--- src/rtl/adder_pkg.sv ---
// Shared constants and types for the chunked pipelined adder.
// Default geometry: 16-bit operands, 4 bits per stage, so 4 stages.
package adder_pkg;

  localparam int ADDER_WIDTH = 16;
  localparam int ADDER_CHUNK = 4;

  function automatic int adder_stages(input int width, input int chunk);
    return width / chunk;
  endfunction

  localparam int ADDER_STAGES = adder_stages(ADDER_WIDTH, ADDER_CHUNK);

  // Per-stage control travelling alongside the data slot.
  typedef struct packed {
    logic vld;
    logic sub;
    logic c;
    logic cm;
  } stage_ctl_t;

endpackage

--- src/rtl/adder_chunk.sv ---
// Combinational CHUNK-bit ripple adder; also exports the carry into its MSB.
// Zero latency; no flow control of its own.
module adder_chunk #(
  parameter int CHUNK = 4
) (
  input  logic [CHUNK-1:0] a,
  input  logic [CHUNK-1:0] b,
  input  logic             ci,
  output logic [CHUNK-1:0] s,
  output logic             co,
  output logic             cm
);

  logic [CHUNK:0] c;

  always_comb begin
    c    = '0;
    s    = '0;
    c[0] = ci;
    for (int i = 0; i < CHUNK; i++) begin
      s[i]   = a[i] ^ b[i] ^ c[i];
      c[i+1] = (a[i] & b[i]) | (c[i] & (a[i] ^ b[i]));
    end
  end

  assign co = c[CHUNK];
  assign cm = c[CHUNK-1];

endmodule

--- src/rtl/pipelined_adder.sv ---
// Pipelined chunked adder with valid/ready handshake; ADDER_SUB_EN adds a subtract port.
// Latency WIDTH/CHUNK cycles; a single advance enable freezes every stage while the output is blocked.
module pipelined_adder
  import adder_pkg::*;
#(
  parameter int WIDTH = ADDER_WIDTH,
  parameter int CHUNK = ADDER_CHUNK
) (
  input  logic             clk,
  input  logic             rst,
  input  logic             in_valid,
  output logic             in_ready,
  input  logic [WIDTH-1:0] a,
  input  logic [WIDTH-1:0] b,
  input  logic             cin,
`ifdef ADDER_SUB_EN
  input  logic             sub,
`endif
  output logic             out_valid,
  input  logic             out_ready,
  output logic [WIDTH-1:0] sum,
  output logic             cout,
  output logic             ovf
);

  localparam int STAGES = adder_stages(WIDTH, CHUNK);

  logic adv;
  logic in_sub;

  // x_q holds finished sum chunks at and below the stage, untouched A bits above.
  logic [WIDTH-1:0] x_q   [STAGES];
  logic [WIDTH-1:0] b_q   [STAGES];
  stage_ctl_t       ctl_q [STAGES];

  logic [CHUNK-1:0] ch_a  [STAGES];
  logic [CHUNK-1:0] ch_b  [STAGES];
  logic [CHUNK-1:0] ch_s  [STAGES];
  logic             ch_ci [STAGES];
  logic             ch_co [STAGES];
  logic             ch_cm [STAGES];

`ifdef ADDER_SUB_EN
  assign in_sub = sub;
`else
  assign in_sub = 1'b0;
`endif

  assign adv      = out_ready | ~out_valid;
  assign in_ready = adv;

  function automatic logic [WIDTH-1:0] put_chunk(input logic [WIDTH-1:0] x,
                                                 input logic [CHUNK-1:0] s,
                                                 input int               k);
    logic [WIDTH-1:0] r;
    r = x;
    r[k*CHUNK +: CHUNK] = s;
    return r;
  endfunction

  // Subtraction is a + ~b + 1: invert B chunk-wise and force the first carry.
  for (genvar k = 0; k < STAGES; k++) begin : g_stg
    if (k == 0) begin : g_first
      assign ch_a[k]  = a[0 +: CHUNK];
      assign ch_b[k]  = b[0 +: CHUNK] ^ {CHUNK{in_sub}};
      assign ch_ci[k] = in_sub | cin;
    end else begin : g_next
      assign ch_a[k]  = x_q[k-1][k*CHUNK +: CHUNK];
      assign ch_b[k]  = b_q[k-1][k*CHUNK +: CHUNK] ^ {CHUNK{ctl_q[k-1].sub}};
      assign ch_ci[k] = ctl_q[k-1].c;
    end

    adder_chunk #(.CHUNK(CHUNK)) u_chunk (
      .a  (ch_a[k]),
      .b  (ch_b[k]),
      .ci (ch_ci[k]),
      .s  (ch_s[k]),
      .co (ch_co[k]),
      .cm (ch_cm[k])
    );
  end

  always_ff @(posedge clk) begin
    if (rst) begin
      for (int k = 0; k < STAGES; k++) begin
        x_q[k]   <= '0;
        b_q[k]   <= '0;
        ctl_q[k] <= '0;
      end
    end else if (adv) begin
      x_q[0]   <= put_chunk(a, ch_s[0], 0);
      b_q[0]   <= b;
      ctl_q[0] <= '{vld: in_valid, sub: in_sub, c: ch_co[0], cm: ch_cm[0]};
      for (int k = 1; k < STAGES; k++) begin
        x_q[k]   <= put_chunk(x_q[k-1], ch_s[k], k);
        b_q[k]   <= b_q[k-1];
        ctl_q[k] <= '{vld: ctl_q[k-1].vld, sub: ctl_q[k-1].sub, c: ch_co[k], cm: ch_cm[k]};
      end
    end
  end

  assign out_valid = ctl_q[STAGES-1].vld;
  assign sum       = x_q[STAGES-1];
  assign cout      = ctl_q[STAGES-1].c;
  assign ovf       = ctl_q[STAGES-1].cm ^ ctl_q[STAGES-1].c;

endmodule

--- config.mk ---
export PLATFORM = sky130hd
export DESIGN_NAME = pipelined_adder
export DESIGN_NICKNAME = d
export VERILOG_FILES = /design/src/rtl/adder_pkg.sv /design/src/rtl/adder_chunk.sv /design/src/rtl/pipelined_adder.sv
export SDC_FILE = /design/constraint.sdc
export NUM_CORES = 1
export LEC_CHECK = 0
export BUFFER_PORTS_ARGS = -buffer_cell sky130_fd_sc_hd__buf_2
export CAP_MARGIN = 20
export CORE_ASPECT_RATIO = 0.6
export CORE_UTILIZATION = 50
export CTS_BUF_LIST = sky130_fd_sc_hd__clkbuf_16
export CTS_CLUSTER_DIAMETER = 40
export DETAILED_ROUTE_END_ITERATION = 6
export PLACE_DENSITY = 0.68
export SLEW_MARGIN = 20
export SYNTH_ARGS = -nofsm -noshare
export SYNTH_HDL_FRONTEND = slang
export SYNTH_SLANG_ARGS = --single-unit
--- constraint.sdc ---
create_clock -name clk -period 10.01 [get_ports clk]
set_input_delay 1.001 -clock clk [delete_from_list [all_inputs] [get_ports clk]]
set_output_delay 1.001 -clock clk [all_outputs]
set_load 0.05 [all_outputs]
* Word-level counts from Yosys, hierarchy flattened
Memories as Yosys holds them, arrays and structs flattened.
Cells that the tools add are included.
Widths: inputs -> output; s select.
** Word-level totals
- Register bits after elaboration :: 0
- Memory bits (writable) :: 144
- Output and inout bits :: 20
- Logic and storage cells :: 118
- Memories kept :: 3
** Memories
- b_q :: depth 4, bits a word 16, rd ports 3, clocked after memory_dff 0, write ports 4, RTL line pipelined_adder.sv:33 : logic [WIDTH-1:0] b_q [STAGES];
- x_q :: depth 4, bits a word 16, rd ports 4, clocked after memory_dff 0, write ports 4, RTL line pipelined_adder.sv:32 : logic [WIDTH-1:0] x_q [STAGES];
- ctl_q :: depth 4, bits a word 4, rd ports 4, clocked after memory_dff 0, write ports 4, RTL line pipelined_adder.sv:34 : stage_ctl_t ctl_q [STAGES];
** Cells by class
- Mux-type cells :: 17
- Bitwise gates (word level) :: 98
** Operators with widths (count)
- $mux 16 :: 8
- $xor 1x1->1 :: 33
- $and 1x1->1 :: 32
- $or 1x1->1 :: 29
- $mux 4 :: 4
- $xor 4x4->4 :: 3
- $mux 1 :: 5
- $not 1->1 :: 1

* Longest topological paths before layout
Gate-level depths: netlist of the first run.
An unclocked memory read counts as a cell.
- Depth in word-level cells :: 12
- Mapped depth :: 8

* Modules after synthesis
From an unflattened synthesis of the first run, not the netlist that was laid out.
** Second synthesis, totals
- Cell total of the unflattened synthesis :: 284
- Area, all modules :: 4406.7 um^2
** Modules (own cells, without submodules)
- pipelined_adder :: times used 1, cells each 236, area an instance 3966.3 um^2, sequential area each 2912.8 um^2
- adder_chunk :: times used 4, cells each 12, area an instance 110.1 um^2, sequential area each 0.0 um^2

* Least setup slack after synthesis of the first run
Ideal clock, no wire load.
- Kind :: input to register
- From :: input rst
- To :: memory b_q[0][10] (netlist name) (enable)
- Library setup time :: 472 ps
- Arrival time :: 3589 ps
- Setup slack :: 5949 ps
- Stages on the path :: 3
- Path buffers :: 2
- Path through :: buf_6 -> buf_6 -> nand2b_1
** RTL lines
- start, declared :: RTL line pipelined_adder.sv:10 : input logic rst,
- end, declared :: RTL line pipelined_adder.sv:33

==> flow_metrics.py, run 1 <==
metrics = {
    "hold_path": {
        "whs_path_depth": 1,
        "path_type_of_the_worst_min_delay_path": "flip-flop to flip-flop",
    },
    "sta": {
        "max_slew_margin": 0.330,
        "post-route-period-util": 0.316,
        "timing.clock.skew_ps": 3.25,
        "fin_setup_tns_ps": 0,
        "finalSetupViolations": 0,
        "final.min_clock_period_ps": 3160,
        "timing.fmax_ghz": 0.316,
        "max_slew.worst_pin.slew_ps": 1000,
        "grt_setup_unrepaired": "no",
        "finalMaxSlewViolations": 0,
        "timing.final.ws_setup_ps": 6850,
        "fin_hold_viols": 0,
    },
    "synth": {
        "synth.yosys.seq_area_share": 0.677,
        "synthesis.area_per_instance_sq_um": 16.4,
        "instance_count_of_the_mapped_netlist": 263,
        "synthesis.nets": 316,
        "yosysUniqueCellTypes": 14,
        "synth.top_cell.area_share": 0.677,
        "yosys.area.top_type": "sky130_fd_sc_hd__edfxtp_1",
        "synth_seq_cells": 97,
        "netlist_area_sq_um": 4300,
        "synth.area.top_cells": "sky130_fd_sc_hd__edfxtp_1, sky130_fd_sc_hd__nor3b_1, sky130_fd_sc_hd__fa_1, sky130_fd_sc_hd__buf_6, sky130_fd_sc_hd__inv_1",
        "ys_warn_count": 0,
    },
    "place": {
        "place.gp.congestion": 0.651,
        "worst_setup_slack_after_placement_ps": 6470,
        "hpwlAfterDp_mm": 3.19,
        "io_buffers": 56,
        "place_area_sq_um": 4560,
    },
    "final_layout": {
        "finalCoreUtilization": 0.597,
        "fill_cells": 649,
        "multiInputGateArea_sq_um": 1110,
        "final_net_count": 363,
        "post-route-cell-area_sq_um": 4840,
        "most-common-layout-cells": "sky130_fd_sc_hd__edfxtp_1, sky130_fd_sc_hd__nor3b_1, sky130_fd_sc_hd__buf_2, sky130_fd_sc_hd__inv_1, sky130_fd_sc_hd__fa_1",
        "layout.cells.most_common": "sky130_fd_sc_hd__edfxtp_1",
        "seqCellArea_sq_um": 2910,
        "antenna_diode_count": 0,
        "area_growth_pct": 12.4,
        "final_layout_size_suffix_gt1_frac": 0.254,
    },
    "pwr": {
        "power.internal_w": 0.000691,
        "switchingPower_w": 0.000179,
        "seq_power_share": 0.552,
        "power_frac_comb": 0.079,
        "power_density_nw_per_um2": 180,
        "cellLeakagePower_nw": 1.93,
        "power.clock.fraction": 0.369,
        "swShare": 0.205,
        "vdd_ir_drop_max_mv": 0.0996,
    },
    "critical_path": {
        "worst_path_largest_cell_delay_ps": 760,
        "critPathMaxFanout": 98,
        "critical-path-top-cell-by-count": "sky130_fd_sc_hd__buf_4",
        "worstSetupEndpointType": "flip-flop",
        "critical_path.startpoint_type": "input pin",
        "worst-endpoint-required_ps": 9970,
        "worst-r2r-cell-count": 3,
        "timing.critical_path.max_delay_family": "buffers and inverters",
        "worst_ep_arrival_time_ps": 3130,
        "crit_path_top_delay_cell": "sky130_fd_sc_hd__buf_4",
        "timing.setup.critical_path_class": "input pin to flip-flop",
        "cp_cell_sequence": "buf_4 -> nand2b_4 -> buf_4",
        "worst-path-stages": 3,
        "critical_path.n_buffers_inverters": 2,
    },
    "global_routing": {
        "number_of_global_route_vias_before_repair": 2128,
        "grt_start_max_net_pins": 99,
        "grt_pass1_wl_mm": 9.72,
        "grt_antenna_before_repair": 0,
        "grt.total_usage": 0.146,
        "overflow": 0,
    },
    "outcome": {
        "run_status": "finished, final reports clean",
    },
    "die": {
        "die_w_microns": 122,
        "placeableCoreArea_sq_um": 8100,
        "initial_cell_density_of_the_core": 0.531,
        "fp_rows": 25,
        "floorplan.die.height_microns": 73.9,
        "fp.dieArea_sq_um": 9000,
        "top_level_ports": 57,
    },
    "clock_tree": {
        "worst_skew_pair.late_latency_ps": 330,
        "tritoncts": "yes",
        "cts_made_buffers": 9,
        "cts.htree.levels": 3,
        "cts_post_setup_buffers_inserted": 0,
        "cts_root_cell": "sky130_fd_sc_hd__clkbuf_16",
        "cts_resized": 0,
        "numClockSinks": 97,
        "cts.hold.buffers_added": 0,
        "clkTransAtPathRegs_ps": 60,
        "clock_tree.buffer_depth": 2,
    },
    "route": {
        "drt_first_pass_iters": 4,
        "drtIter0Drc": 168,
        "dr_total_vias": 2121,
        "drt-vias-per-instance": 5.01,
        "wl_per_cell_microns": 13.6,
        "final_wl_mm": 5.76,
        "ant_nets": 0,
        "drc": 0,
    },
    "run": {
        "max_cap_violations": 0,
    },
}
[metal layers]
metal | vias up | track usage | share of wire
met1 | 1029 | 0.179 | 0.47
li1 | 1035 | - | -
met4 | 0 | 0.0700 | 0.018
met5 | - | 0 | 0
met2 | 46 | 0.235 | 0.48
met3 | 11 | 0.0489 | 0.040
[Yosys cell counts, drive strengths merged]
cell type / number
nor2b: 1
clkbuf: 7
buf: 15
fa: 16
nand2b: 1
nor3b: 85
inv: 28
xor2: 1
edfxtp: 97
nor3: 12
[cell type report]
| type | instances | area share |
|---|---|---|
| Clock inverter | 7 | 0.0111 |
| Timing Repair Buffer | 58 | 0.0616 |
| Sequential cell | 97 | 0.602 |
| Multi-Input combinational cell | 116 | 0.229 |
| Inverter | 28 | 0.0217 |
| Tap cell | 108 | 0.0279 |
| Clock buffer | 9 | 0.0466 |
[state kept, by name, indices dropped and copies added, names as in the netlist]
register / count
x_q: 64
ctl_q: 9
b_q: 24
[metrics by stage]
step	hold slack (ps)	power (W)	std cells
after floorplan	570	0.000543	263
after global placement	576	0.000557	407
after detailed placement	583	0.000559	407
after CTS	602	0.000881	423
after global routing	618	0.000906	423
final	598	0.000870	423
[worst paths after layout]
check / startpoint / endpoint / slack (ps)
min: x_q[1][15] / x_q[2][15] / 600
min reg2reg: x_q[1][15] / x_q[2][15] / 600
max reg2reg: ctl_q[3][3] / x_q[3][7] / 7660
max: rst / x_q[3][7] / 6850
[cell families (layout without fill, tap and decap cells)]
kind of cell               after synthesis  in the layout  synth area share
xor gates and xnor gates                 1              1           0.00204
adders and majority gates               16             16            0.0744
DFF                                     97             97             0.677
and+or+nand+nor                         99             99             0.179
buffers and inverters                   50            102            0.0680
[power by group through the flow]
stage,registers (W),clock network (W),logic (W)
after floorplan,0.000502,0,0.0000411
after global placement,0.000488,0,0.0000685
after detailed placement,0.000489,0,0.0000702
after CTS,0.000480,0.000330,0.0000705
after global routing,0.000483,0.000347,0.0000766
final,0.000480,0.000321,0.0000689
[worst register-to-register path, cell delays in order (launching register included)]
cell	delay, ps
sky130_fd_sc_hd__edfxtp_1	340
sky130_fd_sc_hd__nor2b_4	670
sky130_fd_sc_hd__nand2b_4	440
sky130_fd_sc_hd__buf_4	510
Note: power is estimated with default switching activity, not from simulation.
==> run 2: changes to the inputs <==
==> constraint.sdc (replaced) <==
create_clock -name clk -period 3.3 [get_ports clk]
set_input_delay 0.33 -clock clk [delete_from_list [all_inputs] [get_ports clk]]
set_output_delay 0.33 -clock clk [all_outputs]
set_load 0.05 [all_outputs]
==> flow_metrics.py, run 2 (synthesis gave the netlist of run 1 again) <==
metrics = {
    "outcome": {
        "run_status": "finished, final reports clean",
    },
    "clock_tree": {
        "cts_made_buffers": 9,
        "clkTransAtPathRegs_ps": 60,
        "cts_post_setup_buffers_inserted": 0,
        "worst_skew_pair.late_latency_ps": 340,
        "tritoncts": "yes",
        "cts.hold.buffers_added": 0,
        "numClockSinks": 97,
        "clock_tree.buffer_depth": 2,
        "cts_root_cell": "sky130_fd_sc_hd__clkbuf_16",
        "cts_resized": 0,
        "cts.htree.levels": 3,
    },
    "hold_path": {
        "path_type_of_the_worst_min_delay_path": "input pin to flip-flop",
    },
    "pwr": {
        "cellLeakagePower_nw": 1.95,
        "totalPowerFinal_w": 0.00258,
        "power_density_nw_per_um2": 532,
        "vdd_ir_drop_max_mv": 0.296,
    },
    "critical_path": {
        "timing.critical_path.max_delay_family": "adder cells",
        "worst-endpoint-required_ps": 3490,
        "worst_ep_arrival_time_ps": 2550,
        "timing.setup.critical_path_class": "flip-flop to flip-flop",
        "critical_path.n_buffers_inverters": 3,
        "crit_path_top_delay_cell": "sky130_fd_sc_hd__fa_1",
        "cp_cell_sequence": "fa_1 -> inv_1 -> fa_1 -> inv_1 -> fa_1 -> inv_1 -> fa_1 -> nor3_2",
        "critical-path-top-cell-by-count": "sky130_fd_sc_hd__fa_1",
        "worst_path_largest_cell_delay_ps": 460,
        "critPathMaxFanout": 1,
        "critical_path.startpoint_type": "flip-flop",
        "worstSetupEndpointType": "flip-flop",
    },
    "final_layout": {
        "antenna_diode_count": 0,
        "final_layout_size_suffix_gt1_frac": 0.259,
        "final_net_count": 365,
        "most-common-layout-cells": "sky130_fd_sc_hd__edfxtp_1, sky130_fd_sc_hd__nor3b_1, sky130_fd_sc_hd__buf_2, sky130_fd_sc_hd__inv_1, sky130_fd_sc_hd__fa_1",
        "layout.cells.most_common": "sky130_fd_sc_hd__edfxtp_1",
        "max_ffs_per_register": 64,
        "top_reg_by_flops": "x_q",
        "area_growth_pct": 12.5,
        "top_regs": "x_q x64, b_q x24, ctl_q x9",
        "finalNonFillerCells": 425,
    },
    "global_routing": {
        "grt_antenna_before_repair": 0,
        "overflow": 0,
        "grt_pass1_wl_mm": 10.1,
        "grt_start_max_net_pins": 74,
        "number_of_global_route_vias_before_repair": 2073,
        "grt.total_usage": 0.152,
    },
    "route": {
        "wl_per_cell_microns": 14.0,
        "drt-vias-per-instance": 4.98,
        "final_wl_mm": 5.96,
        "drt_first_pass_iters": 4,
        "ant_nets": 0,
        "drtIter0Drc": 119,
        "drc": 0,
        "dr_total_vias": 2115,
    },
    "sta": {
        "grt_setup_unrepaired": "no",
        "fin_setup_tns_ps": 0,
        "timing.clock.skew_ps": 7.34,
        "finalMaxSlewViolations": 0,
        "finalSetupViolations": 0,
        "post-route-period-util": 0.715,
        "max_slew.worst_pin.slew_ps": 763,
        "max_slew_margin": 0.491,
        "fin_hold_viols": 0,
        "timing.fmax_ghz": 0.424,
        "final.min_clock_period_ps": 2360,
    },
    "die": {
        "initial_cell_density_of_the_core": 0.531,
        "fp.dieArea_sq_um": 9000,
        "floorplan.die.height_microns": 73.9,
        "top_level_ports": 57,
        "placeableCoreArea_sq_um": 8100,
        "die_w_microns": 122,
        "fp_rows": 25,
    },
    "place": {
        "place.gp.congestion": 0.666,
        "place.detailed.instances": 409,
        "io_buffers": 56,
        "hpwlAfterDp_mm": 3.36,
    },
    "run": {
        "max_cap_violations": 0,
    },
}
## run 2: cell types whose count changed in the layout (fill, tap and decap cells not counted)
cell / change
sky130_fd_sc_hd__buf_12: +1
sky130_fd_sc_hd__clkinv_1: -3
sky130_fd_sc_hd__inv_1: +3
sky130_fd_sc_hd__clkinv_2: -1
sky130_fd_sc_hd__bufinv_16: -1
sky130_fd_sc_hd__clkinvlp_4: +2
sky130_fd_sc_hd__buf_4: +1
## run 2: worst reg2reg max path, cell delays in order, from the launching register on
cell and delay, ps:
sky130_fd_sc_hd__edfxtp_1 390, sky130_fd_sc_hd__fa_1 460, sky130_fd_sc_hd__inv_1 90, sky130_fd_sc_hd__fa_1 190
sky130_fd_sc_hd__inv_1 60, sky130_fd_sc_hd__fa_1 360, sky130_fd_sc_hd__inv_1 70, sky130_fd_sc_hd__fa_1 410
sky130_fd_sc_hd__nor3_2 170
## run 2: metrics by stage
step | setup WS (ps) | area, sq um | util | hold slack [ps]
global placement | 968 | 4580 | 0.566 | 577
finish | 940 | 4840 | 0.598 | 348
detailed placement | 923 | 4580 | 0.566 | 587
floorplan | 634 | 4310 | - | 570
CTS | 911 | 4840 | 0.598 | 335
global route | 801 | 4840 | 0.598 | 348
## run 2: worst paths after layout
path              startpoint         end  slack, ps  cells past startpoint
setup / recovery   x_q[1][8]  x_q[2][11]        940                      8
hold / removal          b[9]   b_q[0][9]        350                      2
setup reg to reg   x_q[1][8]  x_q[2][11]        940                      8
hold reg to reg    x_q[1][0]   x_q[2][0]        600                      1
## run 2: cell type report
| class | count | area, sq um |
|---|---|---|
| clock buffers | 9 | 225 |
| repair buffers | 60 | 325 |
| inverters | 28 | 105 |
| flip-flops and latches | 97 | 2910 |
| fillers | 659 | 3260 |
| well taps | 108 | 135 |
| multi-input cells | 116 | 1110 |
| clock inverters | 7 | 33.8 |
## run 2: power by group
part           total, W  internal (W)  switching, W  leakage [nW]
logic          0.000212     0.0000880      0.000124         0.655
registers       0.00146       0.00144     0.0000192          1.15
clock network  0.000911      0.000497      0.000414         0.138
total           0.00258       0.00202      0.000557          1.95
## run 2: layer usage
layer,global-route usage,up-vias,wire length (microns)
met5,0,-,0
met1,0.196,1025,2840
met3,0.0590,7,299
met4,0.0700,0,90
li1,-,1038,-
met2,0.228,45,2730
==> run 3: changes to the inputs <==
==> constraint.sdc (replaced) <==
create_clock -name clk -period 2.2 [get_ports clk]
set_input_delay 0.22 -clock clk [delete_from_list [all_inputs] [get_ports clk]]
set_output_delay 0.22 -clock clk [all_outputs]
set_load 0.05 [all_outputs]
==> flow_metrics.py, run 3 (synthesis gave the netlist of run 1 again) <==
metrics = {
    "pwr": {
        "swShare": 0.209,
        "power.clock.fraction": 0.369,
        "seq_power_share": 0.549,
        "switchingPower_w": 0.000834,
        "power_density_nw_per_um2": 810,
        "vdd_ir_drop_max_mv": 0.415,
        "power.internal_w": 0.00315,
        "power_frac_comb": 0.082,
        "cellLeakagePower_nw": 1.96,
    },
    "final_layout": {
        "final_net_count": 366,
        "max_ffs_per_register": 64,
        "finalNonFillerCells": 426,
        "antenna_diode_count": 0,
        "final_layout_size_suffix_gt1_frac": 0.302,
        "top_regs": "x_q x64, b_q x24, ctl_q x9",
        "most-common-layout-cells": "sky130_fd_sc_hd__edfxtp_1, sky130_fd_sc_hd__nor3b_1, sky130_fd_sc_hd__buf_2, sky130_fd_sc_hd__inv_1",
        "layout.cells.most_common": "sky130_fd_sc_hd__edfxtp_1",
        "fill_cells": 652,
        "post-route-cell-area_sq_um": 4920,
        "top_reg_by_flops": "x_q",
        "area_growth_pct": 14.3,
    },
    "sta": {
        "timing.clock.skew_ps": 4.18,
        "fin_hold_viols": 0,
        "fin_setup_tns_ps": 0,
        "timing.fmax_ghz": 0.455,
        "max_slew_margin": 0.680,
        "grt_setup_unrepaired": "yes",
        "finalMaxSlewViolations": 0,
        "post-route-period-util": 0.999,
        "finalSetupViolations": 0,
        "final.min_clock_period_ps": 2200,
        "max_slew.worst_pin.slew_ps": 479,
    },
    "hold_path": {
        "path_type_of_the_worst_min_delay_path": "input pin to flip-flop",
    },
    "route": {
        "ant_nets": 0,
        "dr_total_vias": 2163,
        "drc": 0,
        "drtIter0Drc": 170,
        "drt-vias-per-instance": 5.08,
        "wl_per_cell_microns": 14.0,
        "final_wl_mm": 5.96,
        "drt_first_pass_iters": 4,
    },
    "die": {
        "fp.dieArea_sq_um": 9000,
        "die_w_microns": 122,
        "placeableCoreArea_sq_um": 8100,
        "fp_rows": 25,
        "floorplan.die.height_microns": 73.9,
        "top_level_ports": 57,
        "initial_cell_density_of_the_core": 0.531,
    },
    "global_routing": {
        "number_of_global_route_vias_before_repair": 2167,
        "grt_start_max_net_pins": 99,
        "grt_pass1_wl_mm": 9.91,
        "grt_antenna_before_repair": 0,
        "grt.total_usage": 0.152,
        "overflow": 0,
    },
    "critical_path": {
        "critical_path.n_buffers_inverters": 2,
        "worst-endpoint-required_ps": 2270,
        "crit_path_top_delay_cell": "sky130_fd_sc_hd__fa_1",
        "cp_cell_sequence": "fa_2 -> inv_2 -> fa_2 -> fa_2 -> inv_2 -> fa_1 -> nor3b_2",
        "timing.critical_path.max_delay_family": "adder cells",
        "timing.setup.critical_path_class": "flip-flop to flip-flop",
        "worstSetupEndpointType": "flip-flop",
        "critical-path-top-cell-by-count": "sky130_fd_sc_hd__fa_2",
        "critPathMaxFanout": 2,
        "worst_ep_arrival_time_ps": 2270,
        "critical_path.startpoint_type": "flip-flop",
        "worst_path_largest_cell_delay_ps": 460,
    },
    "place": {
        "place.gp.congestion": 0.657,
        "place.detailed.instances": 409,
        "place_area_sq_um": 4610,
        "io_buffers": 56,
        "hpwlAfterDp_mm": 3.30,
    },
    "clock_tree": {
        "cts_root_cell": "sky130_fd_sc_hd__clkbuf_16",
        "cts.htree.levels": 3,
        "numClockSinks": 97,
        "clock_tree.buffer_depth": 2,
        "clkTransAtPathRegs_ps": 60,
        "worst_skew_pair.late_latency_ps": 340,
        "tritoncts": "yes",
        "cts_made_buffers": 9,
    },
    "outcome": {
        "run_status": "finished, final reports clean",
    },
    "run": {
        "max_cap_violations": 0,
    },
}
==> run 3: cell count changes in the layout (fill, tap and decap cells not counted), moves of 2 or more <==
| cell | change |
|---|---|
| sky130_fd_sc_hd__fa_1 | -7 |
| sky130_fd_sc_hd__clkinv_1 | +3 |
| sky130_fd_sc_hd__inv_2 | +5 |
| sky130_fd_sc_hd__buf_12 | +2 |
| sky130_fd_sc_hd__inv_1 | -8 |
| sky130_fd_sc_hd__clkinvlp_4 | -2 |
| sky130_fd_sc_hd__fa_2 | +7 |
==> run 3: repair_timing <==
item | in CTS | in global routing
hold buffers | 0 | 0
setup endpoints to repair | 3 | 5
resized for setup | 8 | 4
pin swaps | 7 | 9
setup buffers | 1 | 0
==> run 3: cell type report <==
cell class	count	area (sq um)	area share
inverter	28	105	0.0214
clock inverter	7	53.8	0.0109
timing repair buffer	61	358	0.0728
sequential	97	2910	0.592
clock buffer	9	225	0.0458
multi-input combinational	116	1130	0.229
tap	108	135	0.0275
==> run 3: final timing paths <==
kind,from,end,slack [ps],cells after the start
setup / recovery,ctl_q[2][1],x_q[3][15],3,7
setup reg to reg,ctl_q[2][1],x_q[3][15],3,7
hold reg to reg,x_q[2][6],x_q[3][6],600,1
hold / removal,a[15],x_q[0][15],240,2
==> run 3: per-layer routing <==
| layer | track usage | share of wire | vias to the layer above |
|---|---|---|---|
| li1 | - | - | 1040 |
| met1 | 0.173 | 0.46 | 1070 |
| met2 | 0.256 | 0.47 | 45 |
| met3 | 0.0613 | 0.051 | 8 |
| met4 | 0.0700 | 0.018 | 0 |
| met5 | 0 | 0 | - |
==> run 3: stage by stage <==
step	power (W)	utilization	setup slack [ps]	hold slack [ps]
after global placement	0.00254	0.569	-41.2	576
after detailed placement	0.00255	0.569	-123	582
after floorplan	0.00247	-	10.4	491
final	0.00399	0.607	2.80	236
after CTS	0.00403	0.607	-11.6	231
after global routing	0.00413	0.607	-63.0	236
==> run 3: power groups by stage <==
stage / registers [W] / logic (W) / clock network (W)
floorplan: 0.00228 / 0.000188 / 0
global placement: 0.00222 / 0.000321 / 0
detailed placement: 0.00223 / 0.000326 / 0
CTS: 0.00219 / 0.000330 / 0.00151
global route: 0.00220 / 0.000360 / 0.00157
finish: 0.00219 / 0.000326 / 0.00147
